<file path="src/rtl/alpha_block_v3_pkg.sv">
// alpha_pkg: shared definitions for the alpha gain-select block.
//   - state_e        : FSM state encoding (HOLD=0, ARMED=1, LOW=2), also exported on state_o
//   - *_DEF          : default parameter values used by the block, its interface and sub-modules
package alpha_pkg;

    localparam int DATA_W_DEF    = 9;
    localparam int TIMEOUT_W_DEF = 18;
    localparam int MASK_W_DEF    = 5;
    localparam int HOLD_W_DEF    = 8;

    typedef enum logic [1:0] {
        ST_HOLD  = 2'd0,
        ST_ARMED = 2'd1,
        ST_LOW   = 2'd2
    } state_e;

endpackage

</file>
<file path="src/rtl/alpha_block_v3_if.sv">
// alpha_block_v3_if: sample/configuration/status bundle of the alpha block.
//   master modport : sample source / configuration owner (drives strobe, sample, thresholds, mask, holdoff)
//   slave modport  : the alpha block (drives alpha, alpha_changed, state_o)
interface alpha_block_v3_if
    import alpha_pkg::*;
#(
    parameter int DATA_W = DATA_W_DEF,
    parameter int MASK_W = MASK_W_DEF,
    parameter int HOLD_W = HOLD_W_DEF
);
    logic              enable_sampling;
    logic [DATA_W-1:0] hdr_current_value;
    logic [DATA_W-1:0] threshold_high;
    logic [DATA_W-1:0] threshold_low;
    logic [MASK_W-1:0] timeout_mask;
    logic [HOLD_W-1:0] holdoff_samples;
    logic              alpha;
    logic              alpha_changed;
    logic [1:0]        state_o;

    modport master (
        output enable_sampling, hdr_current_value, threshold_high, threshold_low,
               timeout_mask, holdoff_samples,
        input  alpha, alpha_changed, state_o
    );

    modport slave (
        input  enable_sampling, hdr_current_value, threshold_high, threshold_low,
               timeout_mask, holdoff_samples,
        output alpha, alpha_changed, state_o
    );
endinterface

</file>
<file path="src/rtl/alpha_block_v3_sat_counter.sv">
// alpha_sat_counter: saturating up-counter with synchronous clear.
//   clk, reset : clock, asynchronous active-high reset (count -> 0)
//   en         : update strobe; count holds when low
//   clr        : clear to zero (wins over inc)
//   inc        : increment by one, sticking at all-ones
//   count      : registered count value
module alpha_sat_counter #(
    parameter int WIDTH = 8
) (
    input  logic             clk,
    input  logic             reset,
    input  logic             en,
    input  logic             clr,
    input  logic             inc,
    output logic [WIDTH-1:0] count
);
    localparam logic [WIDTH-1:0] ZERO = {WIDTH{1'b0}};
    localparam logic [WIDTH-1:0] ONE  = {{(WIDTH-1){1'b0}}, 1'b1};

    logic [WIDTH-1:0] count_nxt_s;

    // Next count: clear first, then saturating increment, otherwise hold.
    always_comb begin
        count_nxt_s = count;
        if (clr) begin
            count_nxt_s = ZERO;
        end else if (inc && !(&count)) begin
            count_nxt_s = count + ONE;
        end else begin
            count_nxt_s = count;
        end
    end

    // Count register, advancing only on strobed edges.
    always_ff @(posedge clk or posedge reset) begin
        if (reset) begin
            count <= ZERO;
        end else if (en) begin
            count <= count_nxt_s;
        end else begin
            count <= count;
        end
    end
endmodule

</file>
<file path="src/rtl/alpha_block_v3.sv">
// alpha_block_v3: selects a safe (alpha=1) or low (alpha=0) gain from a signed sample stream.
// The magnitude must stay out of the above-threshold band for holdoff_samples samples
// (HOLD), then accumulate enough below-threshold samples (ARMED) to hit a masked top
// bit of the timeout counter before gain drops (LOW). Any above sample returns to HOLD.
//   clk, reset : clock, asynchronous active-high reset
//   bus        : slave side of alpha_block_v3_if (strobe, sample, thresholds, mask,
//                holdoff in; alpha, alpha_changed, state_o out, all registered)
module alpha_block_v3
    import alpha_pkg::*;
#(
    parameter int DATA_W    = DATA_W_DEF,
    parameter int TIMEOUT_W = TIMEOUT_W_DEF,
    parameter int MASK_W    = MASK_W_DEF,
    parameter int HOLD_W    = HOLD_W_DEF
) (
    input  logic             clk,
    input  logic             reset,
    alpha_block_v3_if.slave  bus
);
    localparam logic [DATA_W-1:0] DATA_ONE = {{(DATA_W-1){1'b0}}, 1'b1};

    // Saturating increment used to predict the timeout count of the current sample.
    function automatic logic [TIMEOUT_W-1:0] sat_inc(input logic [TIMEOUT_W-1:0] v);
        if (&v) begin
            return v;
        end else begin
            return v + {{(TIMEOUT_W-1){1'b0}}, 1'b1};
        end
    endfunction

    logic [DATA_W-1:0]    mag_s;
    logic                 above_s;
    logic                 below_s;
    logic [HOLD_W-1:0]    hold_cnt_s;
    logic [TIMEOUT_W-1:0] timeout_cnt_s;
    logic [TIMEOUT_W-1:0] armed_tmo_nxt_s;
    logic                 timeout_hit_s;
    state_e               state_r;
    state_e               state_nxt_s;
    logic                 hold_clr_s;
    logic                 hold_inc_s;
    logic                 tmo_clr_s;
    logic                 tmo_inc_s;
    logic                 alpha_r;
    logic                 alpha_nxt_s;
    logic                 alpha_changed_r;
    logic                 alpha_changed_nxt_s;

    // Two's-complement magnitude; the most negative value maps to 2^(DATA_W-1) in unsigned form.
    always_comb begin
        if (bus.hdr_current_value[DATA_W-1]) begin
            mag_s = ~bus.hdr_current_value + DATA_ONE;
        end else begin
            mag_s = bus.hdr_current_value;
        end
        above_s = (mag_s > bus.threshold_high);
        below_s = (mag_s < bus.threshold_low);
    end

    // Timeout count this sample would produce in ARMED, and whether it reaches a masked bit.
    always_comb begin
        if (below_s) begin
            armed_tmo_nxt_s = sat_inc(timeout_cnt_s);
        end else begin
            armed_tmo_nxt_s = timeout_cnt_s;
        end
        timeout_hit_s = |(armed_tmo_nxt_s[TIMEOUT_W-1 -: MASK_W] & bus.timeout_mask);
    end

    // Next-state and counter control; above always has priority over below.
    always_comb begin
        state_nxt_s = state_r;
        hold_clr_s  = 1'b0;
        hold_inc_s  = 1'b0;
        tmo_clr_s   = 1'b0;
        tmo_inc_s   = 1'b0;
        case (state_r)
            ST_HOLD: begin
                if (above_s) begin
                    hold_clr_s = 1'b1;
                end else if (hold_cnt_s >= bus.holdoff_samples) begin
                    state_nxt_s = ST_ARMED;
                    tmo_clr_s   = 1'b1;
                end else begin
                    hold_inc_s = 1'b1;
                end
            end
            ST_ARMED: begin
                if (above_s) begin
                    state_nxt_s = ST_HOLD;
                    hold_clr_s  = 1'b1;
                    tmo_clr_s   = 1'b1;
                end else begin
                    tmo_inc_s = below_s;
                    if (timeout_hit_s) begin
                        state_nxt_s = ST_LOW;
                    end else begin
                        state_nxt_s = ST_ARMED;
                    end
                end
            end
            ST_LOW: begin
                if (above_s) begin
                    state_nxt_s = ST_HOLD;
                    hold_clr_s  = 1'b1;
                    tmo_clr_s   = 1'b1;
                end else begin
                    state_nxt_s = ST_LOW;
                end
            end
            default: begin
                state_nxt_s = ST_HOLD;
                hold_clr_s  = 1'b1;
                tmo_clr_s   = 1'b1;
            end
        endcase
    end

    // Output decode: alpha follows the next state so it changes on the same edge as the state.
    always_comb begin
        if (state_nxt_s == ST_LOW) begin
            alpha_nxt_s = 1'b0;
        end else begin
            alpha_nxt_s = 1'b1;
        end
        alpha_changed_nxt_s = bus.enable_sampling & (alpha_nxt_s != alpha_r);
    end

    // State, alpha and change-pulse registers.
    always_ff @(posedge clk or posedge reset) begin
        if (reset) begin
            state_r         <= ST_HOLD;
            alpha_r         <= 1'b1;
            alpha_changed_r <= 1'b0;
        end else if (bus.enable_sampling) begin
            state_r         <= state_nxt_s;
            alpha_r         <= alpha_nxt_s;
            alpha_changed_r <= alpha_changed_nxt_s;
        end else begin
            state_r         <= state_r;
            alpha_r         <= alpha_r;
            alpha_changed_r <= 1'b0;
        end
    end

    alpha_sat_counter #(.WIDTH(HOLD_W)) u_hold_cnt (
        .clk   (clk),
        .reset (reset),
        .en    (bus.enable_sampling),
        .clr   (hold_clr_s),
        .inc   (hold_inc_s),
        .count (hold_cnt_s)
    );

    alpha_sat_counter #(.WIDTH(TIMEOUT_W)) u_timeout_cnt (
        .clk   (clk),
        .reset (reset),
        .en    (bus.enable_sampling),
        .clr   (tmo_clr_s),
        .inc   (tmo_inc_s),
        .count (timeout_cnt_s)
    );

    assign bus.alpha         = alpha_r;
    assign bus.alpha_changed = alpha_changed_r;
    assign bus.state_o       = state_r;
endmodule
</file>
<file path="src/flat_wrapper.sv">
// flat-port wrapper written by rule: the top's interface ports become plain ports
module alpha_block_v3_flat import alpha_pkg::*;
#(
    parameter int DATA_W    = DATA_W_DEF,
    parameter int TIMEOUT_W = TIMEOUT_W_DEF,
    parameter int MASK_W    = MASK_W_DEF,
    parameter int HOLD_W    = HOLD_W_DEF
)
  (clk, reset, bus_enable_sampling, bus_hdr_current_value, bus_threshold_high, bus_threshold_low, bus_timeout_mask, bus_holdoff_samples, bus_alpha, bus_alpha_changed, bus_state_o);
  alpha_block_v3_if #(.DATA_W(DATA_W), .MASK_W(MASK_W), .HOLD_W(HOLD_W)) bus_i ();
  input  logic clk;
  input  logic reset;
  input wire logic [$bits(bus_i.enable_sampling)-1:0] bus_enable_sampling;
  input wire logic [$bits(bus_i.hdr_current_value)-1:0] bus_hdr_current_value;
  input wire logic [$bits(bus_i.threshold_high)-1:0] bus_threshold_high;
  input wire logic [$bits(bus_i.threshold_low)-1:0] bus_threshold_low;
  input wire logic [$bits(bus_i.timeout_mask)-1:0] bus_timeout_mask;
  input wire logic [$bits(bus_i.holdoff_samples)-1:0] bus_holdoff_samples;
  output wire logic [$bits(bus_i.alpha)-1:0] bus_alpha;
  output wire logic [$bits(bus_i.alpha_changed)-1:0] bus_alpha_changed;
  output wire logic [$bits(bus_i.state_o)-1:0] bus_state_o;
  assign bus_i.enable_sampling = bus_enable_sampling;
  assign bus_i.hdr_current_value = bus_hdr_current_value;
  assign bus_i.threshold_high = bus_threshold_high;
  assign bus_i.threshold_low = bus_threshold_low;
  assign bus_i.timeout_mask = bus_timeout_mask;
  assign bus_i.holdoff_samples = bus_holdoff_samples;
  assign bus_alpha = bus_i.alpha;
  assign bus_alpha_changed = bus_i.alpha_changed;
  assign bus_state_o = bus_i.state_o;
  alpha_block_v3 #(.DATA_W(DATA_W), .TIMEOUT_W(TIMEOUT_W), .MASK_W(MASK_W), .HOLD_W(HOLD_W)) u_core (.clk(clk), .reset(reset), .bus(bus_i));
endmodule
</file>
<file path="config.mk">
export PLATFORM = sky130hd
export DESIGN_NAME = alpha_block_v3_flat
export DESIGN_NICKNAME = d
export VERILOG_FILES = /design/src/rtl/alpha_block_v3_pkg.sv /design/src/rtl/alpha_block_v3_if.sv /design/src/rtl/alpha_block_v3_sat_counter.sv /design/src/rtl/alpha_block_v3.sv /design/src/flat_wrapper.sv
export SDC_FILE = /design/constraint.sdc
export NUM_CORES = 1
export LEC_CHECK = 0
export ABC_CLOCK_PERIOD_IN_PS = 6100
export CAP_MARGIN = 25
export CORE_MARGIN = 2
export CORE_UTILIZATION = 59
export CTS_BUF_LIST = sky130_fd_sc_hd__clkbuf_4 sky130_fd_sc_hd__clkbuf_8 sky130_fd_sc_hd__clkbuf_16
export DETAILED_ROUTE_END_ITERATION = 10
export PLACE_DENSITY = 0.89
export SLEW_MARGIN = 10
export SYNTH_ARGS = -nofsm -noshare
export SYNTH_HDL_FRONTEND = slang
export SYNTH_HIERARCHICAL = 1
export SYNTH_SLANG_ARGS = --single-unit
</file>
<file path="constraint.sdc">
create_clock -name clk -period 6.1 [get_ports clk]
set_clock_uncertainty 0.1 [all_clocks]
set_input_delay 1.22 -clock clk [delete_from_list [all_inputs] [get_ports clk]]
set_output_delay 1.22 -clock clk [all_outputs]
set_load 0.05 [all_outputs]
</file>
==> run summary <==
vias: 2899
largest net degree at the start of global routing: 27
Post-synth EDFFs: 0
ranking of synthesized cells by area: dfrtp_1, ha_1, inv_1, o21ai_0, nand2_1
GRT Total Usage: 27.9%
reg-to-reg endpoint: u_core/u_timeout_cnt/count[15]
Mapped Cells: 361
synthesized area: 0.00299 mm^2
1st-iter DRT viols: 243
Worst-path clk slew: 0.07 ns
sequential fraction of the synthesis area: 25.2%
top layer in use: met4
total power: 0.852 mW
final setup vio count: 0
CTS Root Cell: clkbuf_8
DRC Markers: 0
Fin. Hold Viols: 0
Final GP Congestion: 0.976
CTS buffer count: 5
Syn Nets: 436
antenna cells: 0
worst reg2reg path startpoint: u_core/u_hold_cnt/count[7]
Crit Path Max Fanout: 13
metal2 WL: 3.62 mm
cts repair resizes: 0
slew margin rel.: 38.9%
CTS tree: done
io pins: 47
CP Class: in2reg
Critical Path RT: 6.15 ns
Avg Cell Area, Syn: 8.28 um^2
unique cell type count in the Yosys netlist: 67
Critical Path Sink Type: flip-flop
Slowest Stage Delay on Critical Path: 0.49 ns
Max Clock Freq: 185 MHz
Yosys top cell by area: dfrtp_1
nets: 485
unrepaired setup endpoints after global routing: false
post-route minimum period: 5.41 ns
Buffers on Ports: 46
maxcap violations: 0
Crit path top cell by count: ha_1
HPWL Detailed: 5.71 mm
met1 wire length: 3.23 mm
WP data arrival: 5.46 ns
critical-path cell list: clkdlybuf4s50_1, inv_1, ha_1, nand2b_1, o21ai_0, xnor2_1, ha_1, nand2_1, a211oi_1, and3b_1, nor2b_1, nor2_1, a221o_1, nand4b_1, or3_1, o21ai_2, or2_2, o31ai_1
WL met3: 346 um
Worst Hold Launch: u_core/bus.alpha
# rows: 25
H-tree Lvls: 2
setup TNS: 0 ns
Hold Path Depth: 2
drt first pass iters: 4
slowest stage cell on the critical path: clkdlybuf4s50_1
Reg2Reg Setup Slack: 2.47 ns
Post-DRT Antenna Nets: 0
starting density of the core: 62.0%
Layout area overhead: 20.9%
count of synthesis-stage warnings from yosys: 6
Min-Delay Endpoint: u_core/bus.alpha
GR Overflow Total: 0
top_reg_cell synth: dfrtp_1
Reg2Reg Depth: 11
CTS Sinks: 30
Peak VDD IR: 0.000136 V
vias in the first global route: 2806
PD cells: 236 mW/mm^2
Vias per Instance: 6.06
startpoint types: input port
Leak Pwr: 1.56 nW
Setup Buffers After CTS: 0
core area: 0.00482 mm^2
ys async rst share: 100%
Synth Register Bits: 30
Final period util: 88.7%
first-pass GRT wire length: 12.2 mm
DR WL/cell: 15.4 um
number of antenna violations at the first check in global routing: 0
WL final: 7.36 mm
clk_lat worst skew: 0.28 ns
deepest clock path buffer count: 2
hold buffer count at CTS: 0
status: complete, no violations
Min-Delay Path Class: reg2reg
Slew Limit Fails: 0
Worst-Margin Slew: 0.913 ns
die width: 75.2 um
Die Ht: 75.2 um
die area: 0.00565 mm^2
top cell type's share of synthesized area: 24.3%
share of layout cells above drive strength 1: 9.00%
[cell usage in the layout (no fill, tap or decap), types with 3 or more instances in the layout]
cell type        synthesis  routed
nand2b_1                 9       9
clkdlybuf4s50_1          0      46
nor2b_1                  6       6
a21oi_1                 17      17
o21ai_1                  3       3
nand3_1                 20      20
dfrtp_1                 29      29
a31oi_1                  4       4
mux2i_1                  6       6
a22o_1                   3       3
nor3_1                  10      10
ha_1                    32      32
nand4_1                 10      10
inv_1                   38      38
or2_2                    3       3
o21a_1                   4       4
o21ai_0                 27      27
xnor2_1                  6       6
or2b_1                   4       4
or4_1                    4       4
nor4_1                   4       4
nand3b_1                 3       3
o31ai_1                  8       8
or3_1                    3       3
nor2_1                  15      15
buf_4                    0       3
o211ai_1                 3       3
nand2_1                 31      31
clkbuf_8                 0       6
a211oi_1                 5       5
[metal layers]
metal / vias to the layer above / global-route usage (%)
met1: 1353 / 34.2
met5: - / 0
met2: 96 / 49.8
met4: 0 / 9.75
li1: 1430 / -
met3: 20 / 4.42
[power breakdown]
part	total [mW]	internal, mW	switching (mW)
clock	0.168	0.0906	0.0779
sequential	0.284	0.233	0.0507
combinational	0.400	0.179	0.221
[cell usage after synthesis (all sizes together), types with 2 or more instances]
| cell type | number |
|---|---|
| a21o | 2 |
| a22o | 3 |
| nand4 | 10 |
| o21ai | 32 |
| nand2b | 9 |
| a211oi | 5 |
| o22ai | 2 |
| or2b | 6 |
| and3 | 4 |
| or2 | 4 |
| a21oi | 18 |
| a2111oi | 3 |
| o21a | 4 |
| a31oi | 4 |
| dfrtp | 29 |
| mux2i | 6 |
| and4 | 2 |
| xnor2 | 6 |
| nor2b | 6 |
| a31o | 2 |
| o211ai | 3 |
| nand3 | 22 |
| nor4 | 5 |
| or3 | 4 |
| nor3 | 11 |
| buf | 5 |
| nand3b | 3 |
| o31ai | 8 |
| o311ai | 2 |
| nand2 | 32 |
| inv | 38 |
| ha | 32 |
| nor2 | 15 |
| o41ai | 2 |
| or4 | 5 |
[area by class of cell]
class / count / area, um^2
Clock inverter: 2 / 12.5
Inverter: 38 / 143
Clock buffer: 6 / 82.6
Multi-Input combinational cell: 286 / 2050
Sequential cell: 30 / 752
Fill cell: 366 / 1210
Timing Repair Buffer: 49 / 483
Tap cell: 67 / 83.8
[worst max-delay path, delay by kind of cell]
kind | cells | cell delay, ns
and+or+nand+nor | 8 | 1.67
AOI/OAI and AO/OA | 5 | 1.31
adders and majority gates | 2 | 0.51
buffers and inverters | 2 | 0.56
xor gates and xnor gates | 1 | 0.18
[sequential cells by signal (all words and copies together) (netlist names)]
signal and flops:
u_core/bus.alpha 1, u_core/bus.alpha_changed 1, u_core/bus.state_o 2, u_core/u_hold_cnt/count 8, u_core/u_timeout_cnt/count 18
[stage by stage]
stage	instances	worst slack, ns	area [um^2]	utilization [%]	hold WS (ns)
final	478	0.690	3610	75.0	0.414
after global routing	478	0.448	3610	75.0	0.463
after floorplan	361	1.33	2990	-	0.419
after global placement	470	0.616	3520	73.0	0.398
after CTS	478	0.788	3610	75.0	0.416
after detailed placement	470	0.528	3520	73.0	0.406
[cells by family (layout without fill, tap and decap cells)]
kind of cell    Yosys count  in the layout  share of synthesized area, %
xor+xnor                  6              6                          1.76
simple gates            143            143                          27.3
compound gates           98             98                          23.7
mux                       7              7                          2.51
buf+inv                  45             95                          6.07
flops                    30             30                          25.2
fa+ha+maj                32             32                          13.4
[how the worst max path moves through the flow]
stage,from,slack [ns],cells past startpoint,endpoint
CTS,bus_hdr_current_value[4],0.79,15,u_core/u_timeout_cnt/count[15]
finish,bus_hdr_current_value[0],0.69,18,u_core/u_timeout_cnt/count[15]
detailed placement,bus_hdr_current_value[4],0.53,15,u_core/u_timeout_cnt/count[15]
global placement,bus_hdr_current_value[4],0.62,15,u_core/u_timeout_cnt/count[2]
global route,bus_hdr_current_value[4],0.45,15,u_core/u_timeout_cnt/count[15]
floorplan,bus_hdr_current_value[1],1.33,15,u_core/u_timeout_cnt/count[13]
(Power assumes the default switching activity.)
